## src/rtl/ntt_pkg.sv

```systemverilog
// ntt_pkg: shared types and constants for the NTT stage controller.
// Holds the FSM state enum, core geometry and the stage twiddle helper.
package ntt_pkg;

  typedef enum logic [1:0] {
    S_IDLE  = 2'd0,
    S_RUN   = 2'd1,
    S_DRAIN = 2'd2,
    S_DONE  = 2'd3
  } ntt_state_e;

  localparam int NUM_CORES   = 8;
  localparam int BF_PER_CORE = 16;
  localparam int LEN_FIRST   = 128;
  localparam int LEN_LAST    = 2;
  localparam int NUM_STAGES  = 7;

  // First twiddle index of a stage; inverse order walks it downward.
  function automatic logic [6:0] zeta_of(
    input logic [2:0] stage,
    input logic       inv
  );
    zeta_of = inv ? (7'd64 >> stage) : (7'd1 << stage);
  endfunction

endpackage

```

## src/rtl/ntt_stage_ctrl_if.sv

```systemverilog
// ntt_stage_ctrl_if: control/issue bundle between sequencer and NTT cores.
// Optional inverse request exists only with NTT_CTRL_INTT_EN defined.
interface ntt_stage_ctrl_if #(
  parameter int LEN_WIDTH = 8
);

  logic                 start;
  logic                 stall;
`ifdef NTT_CTRL_INTT_EN
  logic                 inverse;
`endif
  logic                 busy;
  logic                 done;
  logic [LEN_WIDTH-1:0] len;
  logic                 rd_valid;
  logic [3:0]           rd_idx;
  logic [6:0]           zeta_base;
  logic                 wr_valid;
  logic [3:0]           wr_idx;
  logic [LEN_WIDTH-1:0] wr_len;

  modport master (
`ifdef NTT_CTRL_INTT_EN
    output inverse,
`endif
    output start,
    output stall,
    input  busy,
    input  done,
    input  len,
    input  rd_valid,
    input  rd_idx,
    input  zeta_base,
    input  wr_valid,
    input  wr_idx,
    input  wr_len
  );

  modport slave (
`ifdef NTT_CTRL_INTT_EN
    input  inverse,
`endif
    input  start,
    input  stall,
    output busy,
    output done,
    output len,
    output rd_valid,
    output rd_idx,
    output zeta_base,
    output wr_valid,
    output wr_idx,
    output wr_len
  );

endinterface

```

## src/rtl/ntt_delay_line.sv

```systemverilog
// ntt_delay_line: stall-aware shift register of DEPTH stages.
// Output equals the input DEPTH unstalled cycles earlier.
module ntt_delay_line #(
  parameter int DEPTH = 4,
  parameter int WIDTH = 8
) (
  input  logic             clk,
  input  logic             rst_n,
  input  logic             stall_i,
  input  logic [WIDTH-1:0] d_i,
  output logic [WIDTH-1:0] q_o
);

  logic [WIDTH-1:0] pipe_q [DEPTH];

  // Shift one stage per unstalled cycle; clear everything on reset.
  always_ff @(posedge clk or negedge rst_n) begin
    if (!rst_n) begin
      for (int i = 0; i < DEPTH; i++) begin
        pipe_q[i] <= '0;
      end
    end else if (!stall_i) begin
      pipe_q[0] <= d_i;
      for (int i = 1; i < DEPTH; i++) begin
        pipe_q[i] <= pipe_q[i-1];
      end
    end
  end

  assign q_o = pipe_q[DEPTH-1];

endmodule

```

## src/rtl/ntt_stage_ctrl.sv

```systemverilog
// ntt_stage_ctrl: sequences the 7 NTT butterfly stages across 8 cores.
// Optional feature macro: NTT_CTRL_INTT_EN adds the inverse stage order.
module ntt_stage_ctrl
  import ntt_pkg::*;
#(
  parameter int BF_LATENCY = 4,
  parameter int LEN_WIDTH  = 8
) (
  input logic              clk,
  input logic              rst_n,
  ntt_stage_ctrl_if.slave  bus
);

  localparam int DW = 5 + LEN_WIDTH;
  localparam logic [LEN_WIDTH-1:0] LEN_F = LEN_WIDTH'(LEN_FIRST);
  localparam logic [LEN_WIDTH-1:0] LEN_L = LEN_WIDTH'(LEN_LAST);
  localparam logic [3:0] IDX_END  = 4'(BF_PER_CORE - 1);
  localparam logic [3:0] DRN_END  = 4'(BF_LATENCY - 1);

  ntt_state_e           state_q, state_d;
  logic [LEN_WIDTH-1:0] len_q, len_d;
  logic [3:0]           idx_q, idx_d;
  logic [2:0]           stage_q, stage_d;
  logic [3:0]           dcnt_q, dcnt_d;

  logic inv_s;
  logic inv_start;
  logic accept;
  logic drain_end;
  logic last_stage;

  logic                 busy_w;
  logic                 done_w;
  logic                 rd_valid_w;
  logic [3:0]           rd_idx_w;
  logic [6:0]           zeta_w;
  logic [DW-1:0]        dl_in;
  logic [DW-1:0]        dl_out;

  assign accept     = !bus.stall && bus.start && (state_q == S_IDLE);
  assign drain_end  = (dcnt_q == DRN_END);
  assign last_stage = inv_s ? (len_q == LEN_F) : (len_q == LEN_L);

`ifdef NTT_CTRL_INTT_EN
  logic inv_q;

  // Latch the transform direction together with an accepted start.
  always_ff @(posedge clk or negedge rst_n) begin
    if (!rst_n) begin
      inv_q <= 1'b0;
    end else if (accept) begin
      inv_q <= bus.inverse;
    end
  end

  assign inv_s     = inv_q;
  assign inv_start = bus.inverse;
`else
  assign inv_s     = 1'b0;
  assign inv_start = 1'b0;
`endif

  // State and counter registers; stall freezes all of them.
  always_ff @(posedge clk or negedge rst_n) begin
    if (!rst_n) begin
      state_q <= S_IDLE;
      len_q   <= '0;
      idx_q   <= '0;
      stage_q <= '0;
      dcnt_q  <= '0;
    end else if (!bus.stall) begin
      state_q <= state_d;
      len_q   <= len_d;
      idx_q   <= idx_d;
      stage_q <= stage_d;
      dcnt_q  <= dcnt_d;
    end
  end

  // Next state and counter values for one unstalled cycle.
  always_comb begin
    state_d = state_q;
    len_d   = len_q;
    idx_d   = idx_q;
    stage_d = stage_q;
    dcnt_d  = dcnt_q;
    unique case (state_q)
      S_IDLE: begin
        if (accept) begin
          state_d = S_RUN;
          len_d   = inv_start ? LEN_L : LEN_F;
          idx_d   = '0;
          stage_d = '0;
          dcnt_d  = '0;
        end
      end
      S_RUN: begin
        idx_d  = idx_q + 4'd1;
        dcnt_d = '0;
        if (idx_q == IDX_END) begin
          state_d = S_DRAIN;
          idx_d   = '0;
        end
      end
      S_DRAIN: begin
        dcnt_d = dcnt_q + 4'd1;
        if (drain_end) begin
          dcnt_d = '0;
          if (last_stage) begin
            state_d = S_DONE;
          end else begin
            state_d = S_RUN;
            len_d   = inv_s ? (len_q << 1) : (len_q >> 1);
            stage_d = stage_q + 3'd1;
            idx_d   = '0;
          end
        end
      end
      S_DONE: begin
        state_d = S_IDLE;
        len_d   = '0;
        stage_d = '0;
        idx_d   = '0;
      end
      default: begin
        state_d = S_IDLE;
        len_d   = '0;
      end
    endcase
  end

  // Moore outputs decoded from the current state.
  always_comb begin
    busy_w     = 1'b0;
    done_w     = 1'b0;
    rd_valid_w = 1'b0;
    rd_idx_w   = '0;
    zeta_w     = '0;
    unique case (1'b1)
      (state_q == S_RUN): begin
        busy_w     = 1'b1;
        rd_valid_w = 1'b1;
        rd_idx_w   = idx_q;
        zeta_w     = zeta_of(stage_q, inv_s);
      end
      (state_q == S_DRAIN): begin
        busy_w = 1'b1;
        zeta_w = zeta_of(stage_q, inv_s);
      end
      (state_q == S_DONE): begin
        busy_w = 1'b1;
        done_w = 1'b1;
      end
      default: begin
        busy_w = 1'b0;
      end
    endcase
  end

  assign dl_in = {rd_valid_w, rd_idx_w, len_q};

  ntt_delay_line #(
    .DEPTH (BF_LATENCY),
    .WIDTH (DW)
  ) u_wr_dly (
    .clk     (clk),
    .rst_n   (rst_n),
    .stall_i (bus.stall),
    .d_i     (dl_in),
    .q_o     (dl_out)
  );

  assign bus.busy      = busy_w;
  assign bus.done      = done_w;
  assign bus.len       = len_q;
  assign bus.rd_valid  = rd_valid_w;
  assign bus.rd_idx    = rd_idx_w;
  assign bus.zeta_base = zeta_w;
  assign bus.wr_valid  = dl_out[DW-1];
  assign bus.wr_idx    = dl_out[DW-2 -: 4];
  assign bus.wr_len    = dl_out[LEN_WIDTH-1:0];

endmodule

```

## src/flat_wrapper.sv

```systemverilog
// flat-port wrapper written by rule: the top's interface ports become plain ports
module ntt_stage_ctrl_flat import ntt_pkg::*;
#(
  parameter int BF_LATENCY = 4,
  parameter int LEN_WIDTH  = 8
)
  (clk, rst_n, bus_start, bus_stall, bus_busy, bus_done, bus_len, bus_rd_valid, bus_rd_idx, bus_zeta_base, bus_wr_valid, bus_wr_idx, bus_wr_len);
  ntt_stage_ctrl_if #(.LEN_WIDTH(LEN_WIDTH)) bus_i ();
  input logic clk;
  input logic rst_n;
  input wire logic [$bits(bus_i.start)-1:0] bus_start;
  input wire logic [$bits(bus_i.stall)-1:0] bus_stall;
  output wire logic [$bits(bus_i.busy)-1:0] bus_busy;
  output wire logic [$bits(bus_i.done)-1:0] bus_done;
  output wire logic [$bits(bus_i.len)-1:0] bus_len;
  output wire logic [$bits(bus_i.rd_valid)-1:0] bus_rd_valid;
  output wire logic [$bits(bus_i.rd_idx)-1:0] bus_rd_idx;
  output wire logic [$bits(bus_i.zeta_base)-1:0] bus_zeta_base;
  output wire logic [$bits(bus_i.wr_valid)-1:0] bus_wr_valid;
  output wire logic [$bits(bus_i.wr_idx)-1:0] bus_wr_idx;
  output wire logic [$bits(bus_i.wr_len)-1:0] bus_wr_len;
  assign bus_i.start = bus_start;
  assign bus_i.stall = bus_stall;
  assign bus_busy = bus_i.busy;
  assign bus_done = bus_i.done;
  assign bus_len = bus_i.len;
  assign bus_rd_valid = bus_i.rd_valid;
  assign bus_rd_idx = bus_i.rd_idx;
  assign bus_zeta_base = bus_i.zeta_base;
  assign bus_wr_valid = bus_i.wr_valid;
  assign bus_wr_idx = bus_i.wr_idx;
  assign bus_wr_len = bus_i.wr_len;
  ntt_stage_ctrl #(.BF_LATENCY(BF_LATENCY), .LEN_WIDTH(LEN_WIDTH)) u_core (.clk(clk), .rst_n(rst_n), .bus(bus_i));
endmodule
```

## config.mk

```make
export PLATFORM = sky130hd
export DESIGN_NAME = ntt_stage_ctrl_flat
export DESIGN_NICKNAME = d
export VERILOG_FILES = /design/src/rtl/ntt_pkg.sv /design/src/rtl/ntt_stage_ctrl_if.sv /design/src/rtl/ntt_delay_line.sv /design/src/rtl/ntt_stage_ctrl.sv /design/src/flat_wrapper.sv
export SDC_FILE = /design/constraint.sdc
export NUM_CORES = 1
export LEC_CHECK = 0
export ABC_AREA = 1
export BUFFER_PORTS_ARGS = -buffer_cell sky130_fd_sc_hd__buf_2
export CORE_MARGIN = 2
export CORE_UTILIZATION = 45
export CTS_CLUSTER_DIAMETER = 80
export DETAILED_ROUTE_END_ITERATION = 7
export PLACE_DENSITY = 0.65
export SLEW_MARGIN = 25
export SYNTH_ARGS = -nofsm -noshare
export SYNTH_HDL_FRONTEND = slang
export SYNTH_SLANG_ARGS = --single-unit
export TNS_END_PERCENT = 20
```

## constraint.sdc

```tcl
create_clock -name clk -period 1.86 [get_ports clk]
set_clock_uncertainty 0.1 [all_clocks]
set_input_delay 0.372 -clock clk [delete_from_list [all_inputs] [get_ports clk]]
set_output_delay 0.372 -clock clk [all_outputs]
set_load 0.02 [all_outputs]
```

# Word level (Yosys, flattened, before mapping)
# Cells that the tools add are included.
# Widths: inputs -> output; s select.
# totals
regBits,73
out_inout_bits,35
elab_cells,61
# classes
addsub,3
n_eq_ne,10
n_shift,1
muxes,25
n_bitwise,1
n_reduce_logical,12
# op_table
cell,count
$mux 4,6
$mux 8,3
$pmux 8 s3,1
$pmux 4 s4,1
$pmux 4 s3,1
$mux 3,3
$pmux 3 s3,1
$add 4x1->4 const B,2
$eq 8x2->1 const B,1
$mux 2,4
$pmux 2 s4,1
$reduce_and 4->1,2
$mux 7,1
$shl 1x3->7 const A,1
$ne 2x1->1 const B,3
$reduce_bool 3->1,2
$reduce_and 5->1,1
$eq 2x2->1 const B,2
$eq 4x2->1 const B,1
$eq 4x4->1 const B,1
$add 3x1->3 const B,1
$mux 1,3
$reduce_and 3->1,1
$reduce_or 3->1,1
other kinds (7),8

# Depth between registers and ports, before layout
# Gate-level depths: netlist of run 1.
# depth
depth_word,5
depth_mapped,10

# Hierarchy
# A second synthesis of run 1 with hierarchy kept.
# hier_totals
cells_unflattened,421
hier_area_um2,3467.1
# by_module_without_submodules
mod,n_inst,cells_per_inst,area_per_inst_um2
ntt_delay_line,1,233,2098.3
ntt_stage_ctrl,1,188,1368.8

# Worst setup path after synthesis of run 1
# No wires, ideal clock.
# synth_timing
path_kind,reg-to-output
from,register u_core.state_q[1]
to,output bus_rd_idx[2]
arrival_ns,1.171
path_slack_ns,0.217
stages_incl_launch_ff,6
path_buffers,1
path_cell_list,dfrtp_1 inv_1 ha_1 buf_2 nand2_1 inv_1
# synth_via
elab_chain_len,2
# synth_rtl
item,line_no,rtl
from (decl),ntt_stage_ctrl.sv:20,"ntt_state_e state_q, state_d;"
from (signal assigned),ntt_stage_ctrl.sv:72,state_q <= state_d;
$eq 2x1->1,ntt_stage_ctrl.sv:140,(state_q == S_RUN): begin
$mux 4,ntt_stage_ctrl.sv:139,unique case (1'b1)
to (decl),flat_wrapper.sv:17,output wire logic [$bits(bus_i.rd_idx)-1:0] bus_rd_idx;
# Every way passes these cells.

# Worst setup path in the final report of run 1
# layout_timing
from,register u_core.state_q[0]
to,output bus_zeta_base[6]
# layout_via
elab_chain_len,3
# layout_rtl
item,line_no,rtl
$eq 2x2->1 or $eq 2x1->1 (tied branches),"ntt_stage_ctrl.sv:146, ntt_stage_ctrl.sv:140",
$reduce_or 2->1 (no line) (*),--,
$mux 7 (*),--,
to (decl),flat_wrapper.sv:18,output wire logic [$bits(bus_i.zeta_base)-1:0] bus_zeta_base;
# Every way passes the cells marked *; elsewhere a longest branch is shown, timed or not.

==> results.toml, run 1 <==
[global_routing]
antenna_found_initial = 0
leftover_overflow_at_the_end_of_global_routing = 0
grt_max_degree = 74
grt_first_pass_wirelength_mm = 11.1
globalRouteTotalUtil = 0.168
first_global_vias = 2386

[floorplanning]
fp.coreArea_sq_um = 7250
dieWidth_um = 90.4
initial_utilization = 0.463
dieArea_sq_um = 8160
rows = 31
number_of_i_o_pins = 39
die_height_um = 90.4

[clocking]
tritoncts = "done"
clock_tree.buffer_depth = 2
clk-insertion-delay-late_ns = 0.34
number_of_levels_the_h_tree_was_split_into = 3
cts.sinks = 73
worst_setup_hold_path_clk_slew_ns = 0.08
cts_root_buffer = "clkbuf_8"
num_cts_buffers = 9

[pwr]
final_total_pwr_w = 0.00473
pwr_density_cell_nw_per_um2 = 1200
vdd_ir_drop_max_uv = 780
p_leak_nw = 2.14

[sta]
timing.final.max_slew_violations = 0
maxClockFrequency_mhz = 519
finalWorstPathRequiredPeriod_ns = 1.93
setup_violations = 10
timing.max_slew.rel_slack = 0.559
grt_setup_unrepaired = "yes"
timing_hold_violations_final = 0
min_period_over_period = 1.04
max_slew.worst_pin.slew_ns = 0.661
post-route-worst-setup-slack_ns = -0.0676

[worst_setup_path]
cp.arrival_ns = 1.46
critPathLaunchType = "register"
worst-endpoint-required_ns = 1.39
timing.critical_path.fanout_max = 3
timing.critical_path.to_type = "output port"
criticalPathCategory = "reg2out"

[status]
result_of_the_run = "complete, but fails checks"
failed_checks = "negative setup slack"

[route]
detail_route.vias_per_cell = 4.62
detail_route.iter0.violations = 125
drt_pass1_iterations = 4
routed_wirelength_mm = 6.38
wl_per_cell_um = 11.9
drc = 0
antenna_violating_nets_post_route = 0
route.vias.total = 2488

[synth]
mappedNetlistArea_sq_um = 3360
synthesis.nets = 417
avgSynthCellArea_sq_um = 8.35
yosysUniqueCellTypes = 22
yosysSeqAreaShare = 0.544
synthesized_flop_and_latch_total = 73
synthesis.yosys.warnings = 0
syn-instance-count = 402

[placement]
buffer_ports.inserted = 38
pre_cts_slack_ns = 0.103
dp_cells = 517
placed_wire_length_estimate_after_detailed_placement_mm = 4.06
gp_congestion = 0.784

[run]
drv_cap = 0

[final_layout]
finish.cell_count_without_fillers = 538
layout-drive-gt1-share = 0.210
antenna_cells_inserted = 0
synthToLayoutAreaGrowth_pct = 17.0
number_of_nets_in_the_final_layout = 449

[worst_hold_path]
worst_hold_check_path_type = "in2reg"
routing by layer:
metal | wire length (um) | GRT usage | vias up
met1 | 3090 | 0.234 | 1150
met3 | 211 | 0.0317 | 11
met4 | 103 | 0.0654 | 0
met2 | 2980 | 0.263 | 46
li1 | - | - | 1281
met5 | 0 | 0 | -
worst paths after layout:
kind / start / to / slack (ns) / depth (start not counted)
min: bus_stall / u_core.dcnt_q[0] / 0.36 / 3
min in group asynchronous: rst_n / u_core.u_wr_dly.pipe_q[24] / 0.48 / 3
max: u_core.state_q[0] / bus_zeta_base[6] / -0.07 / 5
max reg2reg: u_core.state_q[1] / u_core.stage_q[1] / 0.06 / 9
max in group asynchronous: rst_n / u_core.u_wr_dly.pipe_q[49] / 0.86 / 3
min reg2reg: u_core.u_wr_dly.pipe_q[23] / u_core.u_wr_dly.q_o[10] / 0.37 / 2
placed cells by master (no fill, tap or decap), types with 2 or more instances in the layout:
cell type  instances
nand2_1          146
dfrtp_1           72
inv_1             42
o21ai_0           39
buf_2             27
nand3_1           19
nor2_1            17
buf_4             15
clkbuf_8           9
ha_1               6
inv_2              5
nor2_4             5
nand2_2            5
nor2_2             4
buf_6              4
ha_2               3
clkinv_4           3
nand2_4            2
ha_4               2
inv_6              2
where the power goes:
part	internal (W)	switching, W
Combinational	0.000530	0.000941
Sequential	0.00182	0.000175
Clock	0.000633	0.000630
kinds of logic after synthesis:
family                     Yosys count  share of synthesized area
and+or+nand+nor                    202                      0.248
buffers and inverters               74                      0.103
DFF                                 73                      0.544
AOI/OAI and AO/OA                   41                     0.0611
adders and majority gates           11                     0.0410
xor gates and xnor gates             1                    0.00261
layout make-up:
| cell class | instances | area [sq um] |
|---|---|---|
| Multi-Input combinational cell | 255 | 1270 |
| Clock buffer | 9 | 124 |
| Sequential cell | 73 | 1830 |
| Clock inverter | 7 | 78.8 |
| Tap cell | 99 | 124 |
| Fill cell | 710 | 3330 |
| Timing Repair Buffer | 48 | 323 |
| Inverter | 47 | 176 |
flip-flops by register name, summed over array words and instances (netlist names):
| register | cells |
|---|---|
| u_core.idx_q | 4 |
| u_core.bus.len | 8 |
| u_core.stage_q | 3 |
| u_core.state_q | 2 |
| u_core.u_wr_dly.pipe_q | 39 |
| u_core.u_wr_dly.q_o | 13 |
| u_core.dcnt_q | 4 |
cells in the mapped netlist:
cell type	n	area, sq um
nand4_1	1	6.26
o21ai_1	1	5.00
nand2_1	152	571
buf_4	12	90.1
nand2_2	1	6.26
nor3_4	1	16.3
nand3_2	1	10.0
nor3_1	1	5.00
clkbuf_1	7	26.3
nor2_1	22	82.6
a21oi_1	1	5.00
nand3_1	19	95.1
nor2_4	3	33.8
buf_2	6	30.0
inv_1	45	169
xnor2_1	1	8.76
dfrtp_1	73	1830
ha_1	11	138
buf_6	2	22.5
nor2_2	1	6.26
inv_2	2	7.51
o21ai_0	39	195
worst max-delay path: stages, from the launching register on:
cell and delay (ns):
dfrtp_1 0.41, inv_2 0.07, ha_4 0.30, nand2_4 0.07
nor2_2 0.11, buf_4 0.14
timing repair:
item | in CTS | in global routing
pin swaps | 1 | 5
endpoints found under the setup margin | 12 | 22
setup buffers | 4 | 0
cloned | 0 | 0
hold buffers | 1 | 0
resized for setup | 15 | 26
endpoints found under the hold margin | 73 | 0
stage by stage:
step	setup TNS (ns)	hold slack, ns	area [sq um]	utilization
6_report	-0.351	0.356	3930	0.541
5_1_grt	-1.27	0.367	3930	0.541
4_1_cts	-0.154	0.348	3840	0.530
3_5_place_dp	0	0.334	3550	0.490
3_3_place_gp	0	0.333	3550	0.490
2_1_floorplan	0	-0.0236	3360	-
(Power assumes the default switching activity.)
==> inputs of run 2 (changes only) <==
--- a/config.mk
+++ b/config.mk
@@ -12,5 +12,5 @@
 export CTS_CLUSTER_DIAMETER = 80
 export DETAILED_ROUTE_END_ITERATION = 7
-export PLACE_DENSITY = 0.65
+export PLACE_DENSITY = 0.78
 export SLEW_MARGIN = 25
 export SYNTH_ARGS = -nofsm -noshare
==> constraint.sdc (replaced) <==
create_clock -name clk -period 1.7 [get_ports clk]
set_clock_uncertainty 0.1 [all_clocks]
set_input_delay 0.085 -clock clk [delete_from_list [all_inputs] [get_ports clk]]
set_output_delay 0.085 -clock clk [all_outputs]
set_load 0.02 [all_outputs]
==> run 2 against run 1 <==
  * The flow now finishes without violations
  * First-iteration DRC count increased by 25%
  * Clock power increased by 6%
  * Non-clock buffer count increased by 10
  * Combinational power increased by 16%
  * Register-to-register slack about the same
  * Hold slack got worse by 0.21 ns
  * Sequential power increased by 10%
  * Critical path depth unchanged
  * Wire length increased by 5.2%
  * Die area unchanged
  * Total power increased by 11%
  * Critical path type unchanged
  * Largest power group unchanged
==> results.toml, run 2 (same netlist as run 1, synthesis figures left out) <==
[global_routing]
antenna_found_initial = 0
first_global_vias = 2420
grt_max_degree = 59
grt_first_pass_wirelength_mm = 11.3
leftover_overflow_at_the_end_of_global_routing = 0
globalRouteTotalUtil = 0.171

[route]
routed_wirelength_mm = 6.71
antenna_violating_nets_post_route = 0
drc = 0
route.vias.total = 2639
detail_route.iter0.violations = 156
detail_route.vias_per_cell = 4.82
drt_pass1_iterations = 4
wl_per_cell_um = 12.2

[worst_setup_path]
critPathLaunchType = "register"
critical-path-max-stage-delay_ns = 0.43
criticalPathCategory = "reg2out"
cp.arrival_ns = 1.45
timing.critical_path.to_type = "output port"
critical-path-slowest-cell = "dfrtp_2"
crit_path_cell_trace = "inv_4 > ha_4 > nand2_1 > nor2_1 > buf_4"
timing.critical_path.fanout_max = 4
worst-endpoint-required_ns = 1.51

[clocking]
worst_setup_hold_path_clk_slew_ns = 0.08
clock_tree.buffer_depth = 2
tritoncts = "done"
num_cts_buffers = 9
clk-insertion-delay-late_ns = 0.34
cts_root_buffer = "clkbuf_8"
cts.sinks = 73
number_of_levels_the_h_tree_was_split_into = 3

[sta]
timing.final.max_slew_violations = 0
final.setup.tns_ns = 0
grt_setup_unrepaired = "yes"
finalWorstPathRequiredPeriod_ns = 1.64
setup_violations = 0
timing_hold_violations_final = 0
min_period_over_period = 0.962
maxClockFrequency_mhz = 612
max_slew.worst_pin.slew_ns = 0.536
timing.max_slew.rel_slack = 0.643

[placement]
postPlaceCellArea_sq_um = 3590
dp_cells = 521
placed_wire_length_estimate_after_detailed_placement_mm = 4.35
gp_congestion = 0.822
buffer_ports.inserted = 38

[final_layout]
final_cell_area_sq_um = 3970
top_register = "u_core.u_wr_dly.pipe_q"
number_of_nets_in_the_final_layout = 459
layout.cells.most_common_list = "nand2_1, dfrtp_1, inv_1"
finish.cell_count_without_fillers = 548
layout_commonest_cell = "nand2_1"
post-route-util = 0.547
synthToLayoutAreaGrowth_pct = 18.2
largest_register_ffs = 39
antenna_cells_inserted = 0
layout-drive-gt1-share = 0.214

[worst_hold_path]
worst_hold_check_path_type = "in2reg"

[floorplanning]
initial_utilization = 0.463
number_of_i_o_pins = 39
fp.coreArea_sq_um = 7250
die_height_um = 90.4
rows = 31
dieWidth_um = 90.4
dieArea_sq_um = 8160

[status]
result_of_the_run = "finished clean"

[run]
drv_cap = 0

[pwr]
p_int_w = 0.00333
pwr-share-seq = 0.418
swShare = 0.364
vdd_ir_drop_max_uv = 786
power_frac_comb = 0.326
power.share.clock = 0.256
netSwitchingPower_w = 0.00191
pwr_density_cell_nw_per_um2 = 1320
p_leak_nw = 2.17
-- run 2: changes by cell type in the layout (fill, tap and decap cells not counted), sizes merged --
cell	delta
buf	+10
clkinvlp	+3
clkinv	-1
inv	-2
-- run 2: through the flow --
stage                     total power (W)  worst slack (ns)  hold WS [ns]
after detailed placement          0.00359           -0.0173      -0.00290
after CTS                         0.00505          -0.00923        0.0952
after global routing              0.00555           -0.0170         0.157
final                             0.00523            0.0650         0.144
after floorplan                   0.00316             0.109        -0.311
after global placement            0.00352            0.0803      -0.00909
-- run 2: repair_timing --
item	CTS	global route
hold buffers	1	0
pin swaps	0	4
gates resized for setup	8	20
setup endpoints to repair	22	28
setup buffers	4	6
hold endpoints to repair	20	0
gates cloned	0	0
-- run 2: path summary, 6_finish.rpt --
kind                                            start                       to  slack, ns  cells after the start
setup / recovery                    u_core.state_q[0]         bus_zeta_base[5]       0.06                      5
hold / removal                              bus_stall         u_core.dcnt_q[2]       0.14                      6
setup reg to reg                    u_core.state_q[0]          u_core.idx_q[3]       0.06                     10
hold reg to reg            u_core.u_wr_dly.pipe_q[21]   u_core.u_wr_dly.q_o[8]       0.37                      2
max in group asynchronous                       rst_n        u_core.stage_q[2]       0.82                      3
min in group asynchronous                       rst_n  u_core.u_wr_dly.q_o[10]       0.15                      2
-- run 2: per-layer routing --
| metal | vias up | global-route usage | part of all wire |
|---|---|---|---|
| met4 | 0 | 0.0590 | 0.011 |
| met3 | 8 | 0.0543 | 0.047 |
| li1 | 1303 | - | - |
| met5 | - | 0 | 0 |
| met1 | 1262 | 0.215 | 0.43 |
| met2 | 66 | 0.281 | 0.51 |
-- run 2: layout make-up --
class / instances / area [sq um]
sequential: 73 / 1830
multi-input combinational: 255 / 1250
clock buffer: 9 / 124
tap: 99 / 124
timing repair buffer: 58 / 395
inverter: 47 / 179
clock inverter: 7 / 71.3
fill: 674 / 3290
-- run 2: power by group through the flow --
| stage | registers (W) | clock network (W) | logic [W] |
|---|---|---|---|
| after detailed placement | 0.00221 | 0 | 0.00138 |
| final | 0.00219 | 0.00134 | 0.00171 |
| after global routing | 0.00222 | 0.00145 | 0.00189 |
| after global placement | 0.00220 | 0 | 0.00132 |
| after floorplan | 0.00220 | 0 | 0.000962 |
| after CTS | 0.00218 | 0.00136 | 0.00151 |
-- run 2: worst max-delay path, delay by kind of cell, from the launching register on --
family        cells  cell delay [ns]
buf+inv           2             0.22
simple gates      2             0.18
flops             1             0.43
fa+ha+maj         1             0.28
